### src/rtl/seq_alu.sv
// Multi-cycle ALU with valid/ready handshake: single-cycle logic/arith/compare, iterative 1-bit/cycle shifts.
// Define SEQ_ALU_FAST_SHIFT_EN to replace the iterative shifter with a single-cycle barrel shifter.
module seq_alu #(
   parameter int XLEN = 32
) (
   input  logic            clk,
   input  logic            rst_n,
   input  logic            in_valid,
   output logic            in_ready,
   input  logic [3:0]      alu_control,
   input  logic [XLEN-1:0] operand_a,
   input  logic [XLEN-1:0] operand_b,
   output logic            out_valid,
   input  logic            out_ready,
   output logic [XLEN-1:0] result,
   output logic            zero,
   output logic            illegal_op
);

   localparam int SHW = $clog2(XLEN);

   typedef enum logic [3:0] {
      OP_AND  = 4'b0000,
      OP_OR   = 4'b0001,
      OP_ADD  = 4'b0010,
      OP_SLL  = 4'b0011,
      OP_SRL  = 4'b0100,
      OP_SRA  = 4'b0101,
      OP_SUB  = 4'b0110,
      OP_SLT  = 4'b0111,
      OP_SLTU = 4'b1000,
      OP_XOR  = 4'b1001
   } alu_op_e;

   typedef enum logic [1:0] {
      S_IDLE  = 2'd0,
`ifndef SEQ_ALU_FAST_SHIFT_EN
      S_SHIFT = 2'd1,
`endif
      S_DONE  = 2'd2
   } state_e;

   state_e          state_q, state_d;
   logic [XLEN-1:0] result_q, result_d;
   logic            zero_q, zero_d;
   logic            illegal_q, illegal_d;
   logic            accept;
   logic            in_is_shift;

`ifndef SEQ_ALU_FAST_SHIFT_EN
   logic [SHW-1:0]  count_q, count_d;
   logic [3:0]      op_q, op_d;
`endif

   // Everything except the iterative shifts resolves in one cycle.
   function automatic logic [XLEN-1:0] alu_comb(input logic [3:0]      op,
                                                input logic [XLEN-1:0] a,
                                                input logic [XLEN-1:0] b);
`ifdef SEQ_ALU_FAST_SHIFT_EN
      logic [SHW-1:0] sh;
      sh = b[SHW-1:0];
`endif
      alu_comb = '0;
      case (op)
         OP_AND:  alu_comb = a & b;
         OP_OR:   alu_comb = a | b;
         OP_XOR:  alu_comb = a ^ b;
         OP_ADD:  alu_comb = a + b;
         OP_SUB:  alu_comb = a - b;
         OP_SLT:  alu_comb = {{(XLEN-1){1'b0}}, ($signed(a) < $signed(b))};
         OP_SLTU: alu_comb = {{(XLEN-1){1'b0}}, (a < b)};
`ifdef SEQ_ALU_FAST_SHIFT_EN
         OP_SLL:  alu_comb = a << sh;
         OP_SRL:  alu_comb = a >> sh;
         OP_SRA:  alu_comb = XLEN'($signed(a) >>> sh);
`endif
         default: alu_comb = '0;
      endcase
   endfunction

`ifndef SEQ_ALU_FAST_SHIFT_EN
   function automatic logic [XLEN-1:0] shift1(input logic [3:0]      op,
                                              input logic [XLEN-1:0] v);
      case (op)
         OP_SLL:  shift1 = {v[XLEN-2:0], 1'b0};
         OP_SRL:  shift1 = {1'b0, v[XLEN-1:1]};
         default: shift1 = {v[XLEN-1], v[XLEN-1:1]};
      endcase
   endfunction
`endif

   assign accept      = in_valid && in_ready;
   assign in_is_shift = (alu_control == OP_SLL) || (alu_control == OP_SRL) ||
                        (alu_control == OP_SRA);

   // NOTE: sequential state uses non-blocking assignments only; the reset branch is synchronous, so it lives inside the clocked block.
   always_ff @(posedge clk) begin
      if (!rst_n) begin
         state_q   <= S_IDLE;
         result_q  <= '0;
         zero_q    <= 1'b0;
         illegal_q <= 1'b0;
`ifndef SEQ_ALU_FAST_SHIFT_EN
         count_q   <= '0;
         op_q      <= '0;
`endif
      end else begin
         state_q   <= state_d;
         result_q  <= result_d;
         zero_q    <= zero_d;
         illegal_q <= illegal_d;
`ifndef SEQ_ALU_FAST_SHIFT_EN
         count_q   <= count_d;
         op_q      <= op_d;
`endif
      end
   end

   // NOTE: every combinational output gets a default at the top of the block so no path leaves it unassigned (no latches).
   always_comb begin
      state_d = state_q;
      case (state_q)
         S_IDLE: begin
            if (accept) begin
               state_d = S_DONE;
`ifndef SEQ_ALU_FAST_SHIFT_EN
               if (in_is_shift && (operand_b[SHW-1:0] != '0)) state_d = S_SHIFT;
`endif
            end
         end
`ifndef SEQ_ALU_FAST_SHIFT_EN
         S_SHIFT: if (count_q == SHW'(1)) state_d = S_DONE;
`endif
         S_DONE:  if (out_ready) state_d = S_IDLE;
         default: state_d = S_IDLE;
      endcase
   end

   always_comb begin
      result_d  = result_q;
      zero_d    = zero_q;
      illegal_d = illegal_q;
`ifndef SEQ_ALU_FAST_SHIFT_EN
      count_d   = count_q;
      op_d      = op_q;
`endif
      case (state_q)
         S_IDLE: begin
            if (accept) begin
               illegal_d = (alu_control > OP_XOR);
               result_d  = alu_comb(alu_control, operand_a, operand_b);
`ifndef SEQ_ALU_FAST_SHIFT_EN
               op_d = alu_control;
               if (in_is_shift) begin
                  result_d = operand_a;
                  count_d  = operand_b[SHW-1:0];
               end
`endif
               zero_d = (result_d == '0);
            end
         end
`ifndef SEQ_ALU_FAST_SHIFT_EN
         S_SHIFT: begin
            result_d = shift1(op_q, result_q);
            count_d  = count_q - SHW'(1);
            zero_d   = (result_d == '0);
         end
`endif
         default: ;
      endcase
   end

   always_comb begin
      in_ready  = (state_q == S_IDLE) && rst_n;
      out_valid = (state_q == S_DONE);
   end

   assign result     = result_q;
   assign zero       = zero_q;
   assign illegal_op = illegal_q;

endmodule

### config.mk
export PLATFORM = sky130hd
export DESIGN_NAME = seq_alu
export DESIGN_NICKNAME = d
export VERILOG_FILES = /design/src/rtl/seq_alu.sv
export SDC_FILE = /design/constraint.sdc
export NUM_CORES = 1
export LEC_CHECK = 0
export BUFFER_PORTS_ARGS = -buffer_cell sky130_fd_sc_hd__buf_2
export CAP_MARGIN = 15
export CORE_UTILIZATION = 55
export DETAILED_ROUTE_END_ITERATION = 10
export MAX_ROUTING_LAYER = met4
export PLACE_DENSITY = 0.77
export SYNTH_ARGS = -nofsm -noshare
export SYNTH_HDL_FRONTEND = slang
export SYNTH_SLANG_ARGS = --single-unit
### constraint.sdc
create_clock -name clk -period 4.5 [get_ports clk]
set_input_delay 0.225 -clock clk [delete_from_list [all_inputs] [get_ports clk]]
set_output_delay 0.225 -clock clk [all_outputs]
set_load 0.02 [all_outputs]
==> results.txt <==
Pwr Density: 199 nW/µm²
WL per Instance: 19.6 µm
Synth Instances: 1217
Status: completed
CTS Sinks: 45
Die Width: 127 µm
Hold Slack: 0.299 ns
Post-CTS Resized: 0
Distinct cells, synth: 105
Pre-CTS WS: 0.461 ns
GPL Wtd Cong: 1.04
F_max: 260 MHz
Top FF cell, synth: dfxtp_1
Register area share after synthesis: 10.5%
Sequential power share: 24.8%
Pins over their slew limit: 0
HPWL after DPL: 21800 µm
Number of max-cap violations: 0
Async SR Flop Fraction: 0%
Worst path depth: 16
CP delay by family, top: compound AO/OA/AOI/OAI gates
Hold WC Path Type: primary input to register
Core box area: 15200 µm²
Slew @ Worst Pin: 1.15 ns
Syn Nets: 1392
IO Pins: 108
Clock Skew: 0.00655 ns
Unrepaired setup endpoints after global routing: no
Clk buf depth: 2
Grt total ovfl: 0
Drt first pass iters: 6
Switch share: 44.9%
Total routed wirelength: 28700 µm
Nets: 1447
Final Util: 60.2%
Flop-to-flop setup slack: 1.44 ns
R2R depth: 10
Row cnt: 45
Via total after detailed routing: 9909
Syn avg cell area: 7.03 µm²
Worst VDD drop: 0.171 mV
H-tree Lvls: 2
Relative slew slack: 23.0%
Total CTS buffers: 5
Setup-failing EPs final: 0
Post-CTS setup buffers: 0
Tmin final: 3.84 ns
Leakage Power: 0.00403 µW
R2R Path End: zero$_SDFFE_PN0P_
Critical path arrival: 4.04 ns
Clock slew at reported path FFs: 0.06 ns
Worst flop-to-flop path startpoint: state_q[1]$_SDFFE_PN0P_
CP Class: primary input to register
Syn-to-layout area delta: 7.00%
Critical path cell sequence: buf_2 -> inv_1 -> ha_1 -> inv_1 -> fa_1 -> nor2b_1 -> o311ai_1 -> a21oi_1 -> nor3b_1 -> a211oi_1 -> o211ai_1 -> nor4_1 -> nand4_1 -> nor4_1 -> nand4_1 -> o41ai_2
Total power draw: 1820 µW
Setup_tns: 0 ns
CTS tree: done
Root buf cell: clkbuf_16
Initial antenna violation count: 0
Seq cells post-synth: 45
Worst endpoint required time: 4.70 ns
Post-synth EDFFs: 0
Drt drc: 0
Startpoint Class: primary input
Layout cells sized above 1: 14.5%
Antenna fix cells: 0
First-pass GRT wire length: 45400 µm
Final Worst Setup Slack: 0.656 ns
CP Buf/Inv Count: 3
Combinational fraction of design power: 53.9%
CP endpoint kind: register
Crit path capture: zero$_SDFFE_PN0P_
Synth Cell Area: 8560 µm²
Skew-Pair Late Insertion Delay: 0.29 ns
Total Routing Usage GR: 35.7%
Worst Setup SP: operand_a[0]
Final antenna-violating net count: 0
Crit path max fanout: 5
Final hold violation count: 0
Initial DRC count: 1346
Int Power: 1000 µW
Critical path's slowest cell: o311ai_1
IO Port Bufs: 107
Crit-path max cell delay: 0.56 ns
Total die area: 16100 µm²
Largest net degree at the start of global routing: 49
YS warnings: 0
Die height: 127 µm
Hold Buf Count CTS: 0
Clock power share: 21.3%
Vias in the first global route: 8709
Via-to-Cell Ratio: 6.78
Starting Density: 56.3%
Tcrit/Tclk final: 85.4%
Switching pwr: 817 µW
[cells in the mapped netlist, types with 5 or more instances]
master | number | area, µm²
a211oi_1 | 23 | 173
clkbuf_1 | 51 | 191
o211ai_1 | 22 | 165
nand2b_1 | 11 | 68.8
a2111o_1 | 5 | 56.3
nand4_1 | 18 | 113
o22ai_1 | 9 | 56.3
buf_6 | 5 | 56.3
xnor2_1 | 8 | 70.1
o21bai_1 | 6 | 45.0
o211a_1 | 5 | 50.1
o31ai_1 | 23 | 173
nor2_1 | 83 | 312
ha_1 | 101 | 1260
a31oi_1 | 15 | 93.8
nor4_1 | 24 | 150
or3_1 | 8 | 50.1
nand2_1 | 124 | 465
nor2b_1 | 28 | 175
and3_1 | 6 | 37.5
buf_2 | 5 | 25.0
nand4b_1 | 5 | 43.8
mux2i_1 | 13 | 130
and2_1 | 17 | 106
o21a_1 | 10 | 75.1
o21ai_0 | 67 | 335
a221o_1 | 8 | 80.1
nor3_1 | 27 | 135
nor3b_1 | 5 | 37.5
a21boi_0 | 9 | 67.6
clkbuf_8 | 12 | 165
a21oi_1 | 126 | 631
a221oi_1 | 25 | 219
inv_1 | 103 | 387
nand3_1 | 28 | 140
dfxtp_1 | 45 | 901
a21o_1 | 19 | 143
[how the worst min path moves through the flow]
stage                    startpoint                      end  slack (ns)  cells after the start
2_1_floorplan  op_q[2]$_SDFFE_PN0P_     op_q[2]$_SDFFE_PN0P_        0.44                      2
3_3_place_gp   op_q[2]$_SDFFE_PN0P_     op_q[2]$_SDFFE_PN0P_        0.46                      2
3_5_place_dp   op_q[2]$_SDFFE_PN0P_     op_q[2]$_SDFFE_PN0P_        0.46                      2
4_1_cts                   out_ready  state_q[0]$_SDFFE_PN0P_        0.30                      3
5_1_grt                   out_ready  state_q[0]$_SDFFE_PN0P_        0.30                      3
6_report                  out_ready  state_q[0]$_SDFFE_PN0P_        0.30                      3
[cells by family after synthesis]
| logic type | synth area share [%] |
|---|---|
| DFF | 10.5 |
| and+or+nand+nor | 24.8 |
| muxes | 1.52 |
| AOI/OAI and AO/OA | 36.5 |
| xor gates and xnor gates | 0.819 |
| buffers and inverters | 10.6 |
| adders and majority gates | 15.2 |
[power groups by stage]
stage          clock, µW  combinational, µW  sequential [µW]
2_1_floorplan          0                667              471
3_3_place_gp           0                940              457
3_5_place_dp           0                942              458
4_1_cts              394                947              449
5_1_grt              402               1060              454
6_report             388                981              451
[cell usage in the layout (no fill, tap or decap), drive strengths merged, types with 10 or more instances in the layout]
cell,n
o21a,10
a21oi,128
ha,101
buf,129
nand3,28
nor2b,29
dfxtp,45
nand2b,12
inv,104
a211oi,25
nand4,18
o31ai,24
o21ai,68
nor4,24
o211ai,23
nand2,125
and2,18
nor3,27
a21o,19
mux2i,13
a31oi,15
a221oi,25
nor2,84
[flip-flops by register name, summed over array words and instances (netlist names)]
| register | count |
|---|---|
| zero | 1 |
| result | 32 |
| op_q | 4 |
| count_q | 5 |
| state_q | 2 |
| illegal_op | 1 |
[per-layer routing]
layer,up-vias,share of wire (%),global-route usage (%)
met5,-,0,-
li1,4604,-,-
met3,85,11,4.72
met4,0,2.7,11.3
met2,663,43,53.0
met1,4557,43,49.7
[tightest hold or removal path: cells and delay by family]
kind	cells	cell delay [ns]
AOI/OAI and AO/OA	2	0.24
buffers and inverters	1	0.09
[metrics by stage]
stage,cell area [µm²],cells
2_1_floorplan,8560,1217
3_5_place_dp,9000,1453
4_1_cts,9160,1461
5_1_grt,9160,1461
3_3_place_gp,9000,1453
6_report,9160,1461
[final cells by class]
cell class / count / area [µm²]
tap: 188 / 235
clock inverter: 1 / 5.00
sequential: 45 / 901
clock buffer: 7 / 153
fill: 1448 / 6040
inverter: 105 / 397
multi-input combinational: 986 / 6770
timing repair buffer: 129 / 701
Power figures use the tool's default switching activity.
